File: config.mk
export PLATFORM = sky130hd
export DESIGN_NAME = ls_unit_flat
export DESIGN_NICKNAME = d
export VERILOG_FILES = /design/src/rtl/ls_unit_pkg.sv /design/src/rtl/ls_unit_if.sv /design/src/rtl/ls_unit_load_ext.sv /design/src/rtl/ls_unit.sv /design/src/flat_wrapper.sv
export SDC_FILE = /design/constraint.sdc
export NUM_CORES = 1
export LEC_CHECK = 0
export CELL_PAD_IN_SITES_DETAIL_PLACEMENT = 0
export CELL_PAD_IN_SITES_GLOBAL_PLACEMENT = 1
export CORE_UTILIZATION = 37
export CTS_BUF_LIST = sky130_fd_sc_hd__clkbuf_16
export CTS_CLUSTER_DIAMETER = 120
export DETAILED_ROUTE_END_ITERATION = 8
export PLACE_DENSITY = 0.79
export SLEW_MARGIN = 20
export SYNTH_ARGS = -nofsm -noshare
export SYNTH_HDL_FRONTEND = slang
export SYNTH_HIERARCHICAL = 1
export SYNTH_SLANG_ARGS = --single-unit
File: constraint.sdc
create_clock -name clk -period 2.9 [get_ports clk]
set_input_delay 0.87 -clock clk [delete_from_list [all_inputs] [get_ports clk]]
set_output_delay 0.87 -clock clk [all_outputs]
set_load 0.005 [all_outputs]
File: src/rtl/ls_unit_pkg.sv
// Shared load/store definitions: opcodes, tag/data bus widths, idle bus values and opcode helpers.
// Pure declarations, no latency or backpressure of its own.
package ls_unit_pkg;

   localparam int TAG_W  = 5;
   localparam int DATA_W = 32;
   localparam int OP_W   = 3;

   localparam logic [TAG_W-1:0]  TAG_FREE  = 5'b10000;
   localparam logic [DATA_W-1:0] DATA_FREE = 32'h0000_0000;

   typedef enum logic [OP_W-1:0] {
      LB  = 3'd0,
      LH  = 3'd1,
      LW  = 3'd2,
      LBU = 3'd3,
      LHU = 3'd4,
      SB  = 3'd5,
      SH  = 3'd6,
      SW  = 3'd7
   } op_t;

   function automatic logic [2:0] op_beats(input op_t op);
      case (op)
         LB, LBU, SB: return 3'd1;
         LH, LHU, SH: return 3'd2;
         default:     return 3'd4;
      endcase
   endfunction

   function automatic logic op_is_store(input op_t op);
      return (op == SB) || (op == SH) || (op == SW);
   endfunction

   function automatic logic op_misaligned(input op_t op, input logic [31:0] addr);
      case (op)
         LH, LHU, SH: return addr[0];
         LW, SW:      return |addr[1:0];
         default:     return 1'b0;
      endcase
   endfunction

endpackage

File: src/rtl/ls_unit_if.sv
// Request, result-broadcast and byte-wide memory signals of the load/store unit (lsErr only with LS_MISALIGN_CHECK_EN).
// master = buffer/memory side, slave = ls_unit.
interface ls_unit_if;
   import ls_unit_pkg::*;

   logic              LSworkEn;
   logic [31:0]       operandO;
   logic [31:0]       operandT;
   logic [31:0]       imm;
   logic [TAG_W-1:0]  wrtTag;
   op_t               opCode;
   logic              LSreadEn;
   logic              LSdone;
   logic              enLSwrt;
   logic [TAG_W-1:0]  LStag;
   logic [31:0]       LSdata;
   logic              memReq;
   logic              memWe;
   logic [31:0]       memAddr;
   logic [7:0]        memWdata;
   logic              memStall;
   logic [7:0]        memRdata;
`ifdef LS_MISALIGN_CHECK_EN
   logic              lsErr;
`endif

   modport master (
      output LSworkEn, operandO, operandT, imm, wrtTag, opCode, memStall, memRdata,
      input  LSreadEn, LSdone, enLSwrt, LStag, LSdata, memReq, memWe, memAddr, memWdata
`ifdef LS_MISALIGN_CHECK_EN
      , input lsErr
`endif
   );

   modport slave (
      input  LSworkEn, operandO, operandT, imm, wrtTag, opCode, memStall, memRdata,
      output LSreadEn, LSdone, enLSwrt, LStag, LSdata, memReq, memWe, memAddr, memWdata
`ifdef LS_MISALIGN_CHECK_EN
      , output lsErr
`endif
   );

endinterface

File: src/rtl/ls_unit_load_ext.sv
// Assembles captured little-endian bytes into a load result with sign/zero extension.
// Purely combinational; no backpressure.
module ls_load_ext
   import ls_unit_pkg::*;
(
   input  op_t             op,
   input  logic [3:0][7:0] bytes,
   output logic [31:0]     value
);

   logic [31:0] raw;

   assign raw = bytes;

   always_comb begin
      value = raw;
      case (op)
         LB:      value = {{24{raw[7]}}, raw[7:0]};
         LH:      value = {{16{raw[15]}}, raw[15:0]};
         LBU:     value = {24'h0, raw[7:0]};
         LHU:     value = {16'h0, raw[15:0]};
         default: value = raw;
      endcase
   end

endmodule

File: src/rtl/ls_unit.sv
// Byte-serial load/store unit: n beats, loads done at accept+n+2, stores at accept+n+1, +1 per memStall cycle.
// One request in flight, LSreadEn low while busy; optional LS_MISALIGN_CHECK_EN rejects misaligned accesses.
module ls_unit
   import ls_unit_pkg::*;
(
   input  logic     clk,
   input  logic     rst,
   ls_unit_if.slave bus
);

   typedef enum logic [1:0] {IDLE, ACCESS, TAIL, DONE} state_t;

   state_t            state;
   state_t            state_nxt;
   logic [31:0]       addr_q;
   logic [31:0]       wdat_q;
   logic [TAG_W-1:0]  tag_q;
   op_t               op_q;
   logic [1:0]        beat_q;
   logic [3:0][7:0]   rbyte_q;
   logic              cap_q;
   logic [1:0]        cap_idx_q;
   logic [31:0]       req_addr;
   logic              accept;
   logic              beat_ok;
   logic              last_beat;
   logic              is_load_q;
   logic              mis_req;
   logic              err_now;
   logic [31:0]       load_val;

   assign req_addr  = bus.operandO + bus.imm;
   assign accept    = (state == IDLE) && bus.LSworkEn;
   assign beat_ok   = (state == ACCESS) && !bus.memStall;
   assign last_beat = ({1'b0, beat_q} == (op_beats(op_q) - 3'd1));
   assign is_load_q = !op_is_store(op_q);

`ifdef LS_MISALIGN_CHECK_EN
   logic err_q;

   assign mis_req = op_misaligned(bus.opCode, req_addr);
   assign err_now = err_q;

   always_ff @(posedge clk or negedge rst) begin
      if (!rst) begin
         err_q <= 1'b0;
      end else if (accept) begin
         err_q <= mis_req;
      end
   end
`else
   assign mis_req = 1'b0;
   assign err_now = 1'b0;
`endif

   ls_load_ext u_ext (
      .op    (op_q),
      .bytes (rbyte_q),
      .value (load_val)
   );

   always_ff @(posedge clk or negedge rst) begin
      if (!rst) begin
         state <= IDLE;
      end else begin
         state <= state_nxt;
      end
   end

   always_comb begin
      state_nxt    = state;
      bus.LSreadEn = 1'b0;
      bus.LSdone   = 1'b0;
      bus.enLSwrt  = 1'b0;
      bus.LStag    = TAG_FREE;
      bus.LSdata   = DATA_FREE;
      bus.memReq   = 1'b0;
      bus.memWe    = 1'b0;
      bus.memAddr  = 32'h0;
      bus.memWdata = 8'h0;
`ifdef LS_MISALIGN_CHECK_EN
      bus.lsErr    = 1'b0;
`endif
      case (state)
         IDLE: begin
            bus.LSreadEn = !bus.LSworkEn;
            if (bus.LSworkEn) begin
               state_nxt = mis_req ? DONE : ACCESS;
            end
         end
         ACCESS: begin
            bus.memReq   = 1'b1;
            bus.memWe    = !is_load_q;
            bus.memAddr  = addr_q + {30'h0, beat_q};
            bus.memWdata = wdat_q[{beat_q, 3'b000} +: 8];
            if (beat_ok && last_beat) begin
               state_nxt = is_load_q ? TAIL : DONE;
            end
         end
         TAIL: begin
            state_nxt = DONE;
         end
         DONE: begin
            bus.LSdone = 1'b1;
`ifdef LS_MISALIGN_CHECK_EN
            bus.lsErr  = err_now;
`endif
            if (is_load_q && !err_now) begin
               bus.enLSwrt = 1'b1;
               bus.LStag   = tag_q;
               bus.LSdata  = load_val;
            end
            state_nxt = IDLE;
         end
         default: begin
            state_nxt = IDLE;
         end
      endcase
   end

   // Read data trails its accepted beat by one cycle, so the byte lane is remembered in cap_idx_q.
   always_ff @(posedge clk or negedge rst) begin
      if (!rst) begin
         addr_q    <= 32'h0;
         wdat_q    <= 32'h0;
         tag_q     <= '0;
         op_q      <= LB;
         beat_q    <= 2'd0;
         rbyte_q   <= '0;
         cap_q     <= 1'b0;
         cap_idx_q <= 2'd0;
      end else begin
         cap_q     <= beat_ok && is_load_q;
         cap_idx_q <= beat_q;
         if (cap_q) begin
            rbyte_q[cap_idx_q] <= bus.memRdata;
         end
         if (accept) begin
            addr_q <= req_addr;
            wdat_q <= bus.operandT;
            tag_q  <= bus.wrtTag;
            op_q   <= bus.opCode;
            beat_q <= 2'd0;
         end else if (beat_ok) begin
            beat_q <= beat_q + 2'd1;
         end
      end
   end

endmodule

File: src/flat_wrapper.sv
// flat-port wrapper written by rule: the top's interface ports become plain ports
module ls_unit_flat import ls_unit_pkg::*;
  (clk, rst, bus_LSworkEn, bus_operandO, bus_operandT, bus_imm, bus_wrtTag, bus_opCode, bus_memStall, bus_memRdata, bus_LSreadEn, bus_LSdone, bus_enLSwrt, bus_LStag, bus_LSdata, bus_memReq, bus_memWe, bus_memAddr, bus_memWdata);
  ls_unit_if bus_i ();
  input  logic clk;
  input  logic rst;
  input wire logic [$bits(bus_i.LSworkEn)-1:0] bus_LSworkEn;
  input wire logic [$bits(bus_i.operandO)-1:0] bus_operandO;
  input wire logic [$bits(bus_i.operandT)-1:0] bus_operandT;
  input wire logic [$bits(bus_i.imm)-1:0] bus_imm;
  input wire logic [$bits(bus_i.wrtTag)-1:0] bus_wrtTag;
  input wire logic [$bits(bus_i.opCode)-1:0] bus_opCode;
  input wire logic [$bits(bus_i.memStall)-1:0] bus_memStall;
  input wire logic [$bits(bus_i.memRdata)-1:0] bus_memRdata;
  output wire logic [$bits(bus_i.LSreadEn)-1:0] bus_LSreadEn;
  output wire logic [$bits(bus_i.LSdone)-1:0] bus_LSdone;
  output wire logic [$bits(bus_i.enLSwrt)-1:0] bus_enLSwrt;
  output wire logic [$bits(bus_i.LStag)-1:0] bus_LStag;
  output wire logic [$bits(bus_i.LSdata)-1:0] bus_LSdata;
  output wire logic [$bits(bus_i.memReq)-1:0] bus_memReq;
  output wire logic [$bits(bus_i.memWe)-1:0] bus_memWe;
  output wire logic [$bits(bus_i.memAddr)-1:0] bus_memAddr;
  output wire logic [$bits(bus_i.memWdata)-1:0] bus_memWdata;
  assign bus_i.LSworkEn = bus_LSworkEn;
  assign bus_i.operandO = bus_operandO;
  assign bus_i.operandT = bus_operandT;
  assign bus_i.imm = bus_imm;
  assign bus_i.wrtTag = bus_wrtTag;
  assign bus_i.opCode = bus_opCode;
  assign bus_i.memStall = bus_memStall;
  assign bus_i.memRdata = bus_memRdata;
  assign bus_LSreadEn = bus_i.LSreadEn;
  assign bus_LSdone = bus_i.LSdone;
  assign bus_enLSwrt = bus_i.enLSwrt;
  assign bus_LStag = bus_i.LStag;
  assign bus_LSdata = bus_i.LSdata;
  assign bus_memReq = bus_i.memReq;
  assign bus_memWe = bus_i.memWe;
  assign bus_memAddr = bus_i.memAddr;
  assign bus_memWdata = bus_i.memWdata;
  ls_unit u_core (.clk(clk), .rst(rst), .bus(bus_i));
endmodule
After elaboration in Yosys (flattened, before gate mapping)
Index checks and enable logic that the tools add are counted.

word-level totals
  word-level logic and storage cells = 70
  output and inout port bits = 82
  register bits = 111
  input bits = 116

operators by class
  multiplexer cells = 23
  magnitude comparators = 2
  shifts and indexed selects = 1
  reductions and logical operators = 16
  add/sub/neg operators = 4
  equal/unequal tests = 12

operators by type and width
  cell                                                         number
  one-hot mux 32 bit (4 select lines)                          1
  2-to-1 mux 32 bit                                            3
  adder 32 x 2 -> 32 bit                                       1
  adder 32 bit                                                 1
  bitwise mux 32 bit                                           1
  variable part select 32 x 6 -> 8 bit                         1
  demux 8 bit (select 2 bit)                                   1
  2-to-1 mux 8 bit                                             2
  == test 3 bit (second input constant)                        4
  2-to-1 mux 5 bit                                             2
  2-to-1 mux 2 bit                                             4
  one-hot mux 2 bit (4 select lines)                           1
  2-to-1 mux 1 bit                                             7
  one-hot mux 3 bit (2 select lines)                           1
  OR reduction 3 bit                                           2
  logical AND 1 bit                                            5
  == test 2 bit (second input constant)                        2
  inequality test 2 bit (second input constant)                2
  == test 2 x 3 -> 1 bit                                       1
  == test 3 x 1 -> 1 bit (second input constant)               1
  == test 3 x 2 -> 1 bit (second input constant)               1
  zero test 1 bit                                              3
  zero test 3 bit                                              1
  less-than comparator 2 x 3 -> 1 bit (second input constant)  1
  8 further kinds                                              9

Longest topological paths before layout
  depth after elaboration = 8
  gate-level depth with buffers = 9
  mapped depth without buffers = 9

Cells and area by module
Netlist, hierarchy kept.

by module, submodules not included
  module       area an instance (µm²)  cells an instance  times used
  ls_unit      7383.3                  821                1
  ls_load_ext  427.9                   74                 1

Worst setup path before layout
No wires, ideal clock.

  kind = register to output
  start point = register u_core.beat_q[1]
  end point = output bus_memAddr[15]
  required time = 2030 ps
  path slack = 69 ps
  stages on the path, launching flop included = 8
  path buffers = 0
  arrival time = 1961 ps
  cells stage by stage = dfrtp_1 > ha_1 > a21o_1 > nand4_1 > nor2_1 > nand2_1 > or3_1 > a21boi_0

between the ends
  word-level cells in the longest chain between the ends = 2

ends and longest elaborated chain
  element                   RTL line            RTL
  start: declaration        ls_unit.sv:19       logic [1:0] beat_q;
  start signal: assignment  ls_unit.sv:145      beat_q <= beat_q + 2'd1;
  adder 32 x 2 -> 32 bit    ls_unit.sv:94       bus.memAddr = addr_q + {30'h0, beat_q};
  2-to-1 mux 32 bit         ls_unit.sv:84       case (state)
  end: declaration          flat_wrapper.sv:22  output wire logic [$bits(bus_i.memAddr)-1:0] bus_memAddr;

Every way passes these cells.

Worst setup path in the final report
  start point = register u_core.beat_q[1]
  end point = output bus_memAddr[21]

The elaborated chain is that of the path after synthesis.

==> reports/metrics.csv <==
stage;metric;value;unit
timing;fmax;0.301;GHz
finish;final_area;0.0121;mm²
yosys;synth-edff-count;0;
clock_tree;numCtsBuffers;9;
global_routing;grt_pass1_wl;38.2;mm
timing;tightest_slew;0.704;ns
global_routing;grt.total_usage;22.0;%
setup_path;r2r_slack;0.75;ns
clock_tree;insertion_delay;0.37;ns
yosys;dominantRegCellSynth;dfrtp_1;
yosys;yosys.area.top_type;dfrtp_1;
timing;skew;0.0135;ns
finish;instances_no_fill;1516;
yosys;yosys_register_bits;111;
yosys;synth_cell_type_count;74;
drt;wl_per_cell;15.3;µm
power_and_ir_drop;vdd_ir_drop_max;0.339;mV
floorplan;core-area;0.0205;mm²
power_and_ir_drop;powerDensity;759;mW/mm²
clock_tree;clk_pin_slew;0.08;ns
clock_tree;ctsLongestPathBuffers;2;
yosys;yosysMostFrequentCell;nand2_1;
yosys;synth_top_area_share;35.6;%
drt;drt_wl_total;23.2;mm
setup_path;start_kind;flop;
place;gp_congestion;0.800;
power_and_ir_drop;p_leak;6.03;nW
floorplan;die_area;0.0217;mm²
drt;vias_per_cell;4.97;
timing;slew_headroom;52.9;%
drt;drt-initial-drc-count;282;
drt;final_antenna_net_count;0;
yosys;synth.area.top_cells;dfrtp_1 36%, nand2_1 11%, and2_1 6.2%;
floorplan;ioPinCount;198;
place;portBuffers;197;
status;status;finished, violations left;
yosys;async_flop_share;100;%
timing;setup_viol;25;
drt;vias;7527;
yosys;syn_inst;895;
clock_tree;root_buffer;clkbuf_16;
drt;firstDrtPassIters;5;
yosys;ys_seq_area_share;35.6;%
drt;drc;0;
global_routing;antenna_found_initial;0;
finish;diodes;0;
finish;drive_gt1_share;31.1;%
yosys;yosysWarnings;6;
timing;fin_crit;3.32;ns
hold_path;min-delay-path-class;input port to asynchronous set/reset pin;
status;violations;negative setup slack;
floorplan;die_w;147;µm
global_routing;grt_overflow_total;0;
clock_tree;cts_sinks;111;
timing;tns;-6.77;ns
setup_path;path_max_fanout;4;
timing;drv_slew;0;
setup_path;ff2ff_path_depth;10;
run;max-cap-violations;0;
finish;area_growth;55.4;%
place;pre_cts_ws;-0.512;ns
yosys;synthTopCellsByCount;227 x nand2_1, 111 x dfrtp_1, 77 x and2_1;
global_routing;grt_pass1_vias;7726;
finish;finalNetCount;1396;
yosys;synth_area;0.00781;mm²
place;dp.cells;1448;
timing;post-route-period-util;114;%
setup_path;cp_data_required_time;2.03;ns
floorplan;dieHeight;147;µm
floorplan;start_util;38.1;%
timing;hold_violations;0;
place;place_area;0.0109;mm²
timing;rsz0062_at_grt;true;
setup_path;worstPathArrival;2.45;ns
yosys;synth.avg_cell_area;8.73;µm²
yosys;synthesis.nets;1050;
clock_tree;cts_tree;done;
timing;worst_slack;-0.418;ns
floorplan;row_count;52;
clock_tree;h-tree-depth;3;
global_routing;grt_max_degree;49;
place;dp_hpwl;16.7;mm
setup_path;crit_type;flop to output port;
setup_path;cp-end-kind;output port;
[worst paths after layout]
path / start / to
min in group clk: u_core/wdat_q[11] / u_core/wdat_q[11]
worst max register to register: u_core/beat_q[0] / u_core/state[0]
worst min-delay path: rst / u_core/rbyte_q[11]
worst max-delay path: u_core/beat_q[1] / bus_memAddr[21]
max in group asynchronous: rst / u_core/wdat_q[21]
worst min register to register: u_core/wdat_q[11] / u_core/wdat_q[11]
[state kept, by name, summed over array words and instances (netlist names)]
register / cells
u_core/state: 2
u_core/cap_idx_q: 2
u_core/beat_q: 2
u_core/cap_q: 1
u_core/addr_q: 32
u_core/rbyte_q: 32
u_core/op_q: 3
u_core/tag_q: 5
u_core/wdat_q: 32
[area by class of cell]
class,count,area [µm²]
flip-flops and latches,111,2780
clock buffers,9,225
inverters,15,56.3
fillers,1821,8360
well taps,270,338
clock inverters,7,81.3
repair buffers,380,3370
multi-input cells,724,5290
[report_power, final]
part           switching [mW]  total (mW)  internal [mW]
sequential              0.504        2.80           2.29
clock                   0.659        1.28          0.623
combinational            2.30        5.13           2.83
total                    3.46        9.21           5.75
[cell families after synthesis]
kind of cell             after synthesis  synth area share (%)
AND/OR/NAND/NOR                      440                  27.2
buffers and inverters                 61                  4.21
multiplexers                          44                  7.51
adder cells (fa/ha/maj)               39                  6.44
flip-flops                           111                  35.6
XOR/XNOR                              47                  5.27
AO/OA/AOI/OAI                        153                  13.8
[metrics by stage]
stage	hold WS [ns]	util (%)	total power, mW
CTS	0.475	57.1	9.09
finish	0.464	59.2	9.21
global placement	0.449	53.1	7.22
floorplan	0.437	-	5.36
global route	0.489	59.2	9.94
detailed placement	0.459	53.1	7.32
[critical path, stage by stage (launching register included)]
cell and delay (ns):
dfrtp_1 0.40, ha_1 0.28, a21o_1 0.13, nand4_1 0.16, nor2_1 0.18, buf_4 0.20, nand2_4 0.06, or3_1 0.31
a21boi_1 0.13, buf_4 0.14, buf_6 0.09
[placed cells by master, fill, tap and decap left out, drive strengths merged, types with 5 or more instances in the layout]
cell,netlist,final
xor2,16,16
or3,14,14
o21ai,42,42
o21a,5,5
dlygate4sd2,0,35
nand2,229,229
and2,77,77
nor2,40,40
a211o,11,12
a21boi,9,9
mux2,34,34
a21o,13,13
and3,9,9
ha,37,37
nand3b,5,5
nor2b,5,5
a31oi,5,5
o211ai,8,8
dlymetal6s2s,0,19
clkdlybuf4s50,0,105
nand3,24,24
inv,15,20
o31ai,5,5
nand4,12,12
xnor2,31,31
nor3,11,11
dfrtp,111,111
a21oi,32,32
buf,22,209
clkbuf,24,18
mux4,8,8
[what timing repair did]
action,in CTS,in global routing
hold buffers,0,0
cloned,3,0
pin swaps,72,56
endpoints found under the setup margin,91,80
gates resized for setup,232,98
setup buffers,40,13
[per-layer routing]
| layer | up-vias | global-route usage, % | routed length, µm |
|---|---|---|---|
| li1 | 3784 | - | - |
| met1 | 3511 | 27.7 | 10100 |
| met2 | 194 | 38.6 | 11600 |
| met3 | 38 | 2.45 | 868 |
| met4 | 0 | 8.35 | 725 |
| met5 | - | 0 | 0 |
Note: power is estimated with default switching activity, not from simulation.
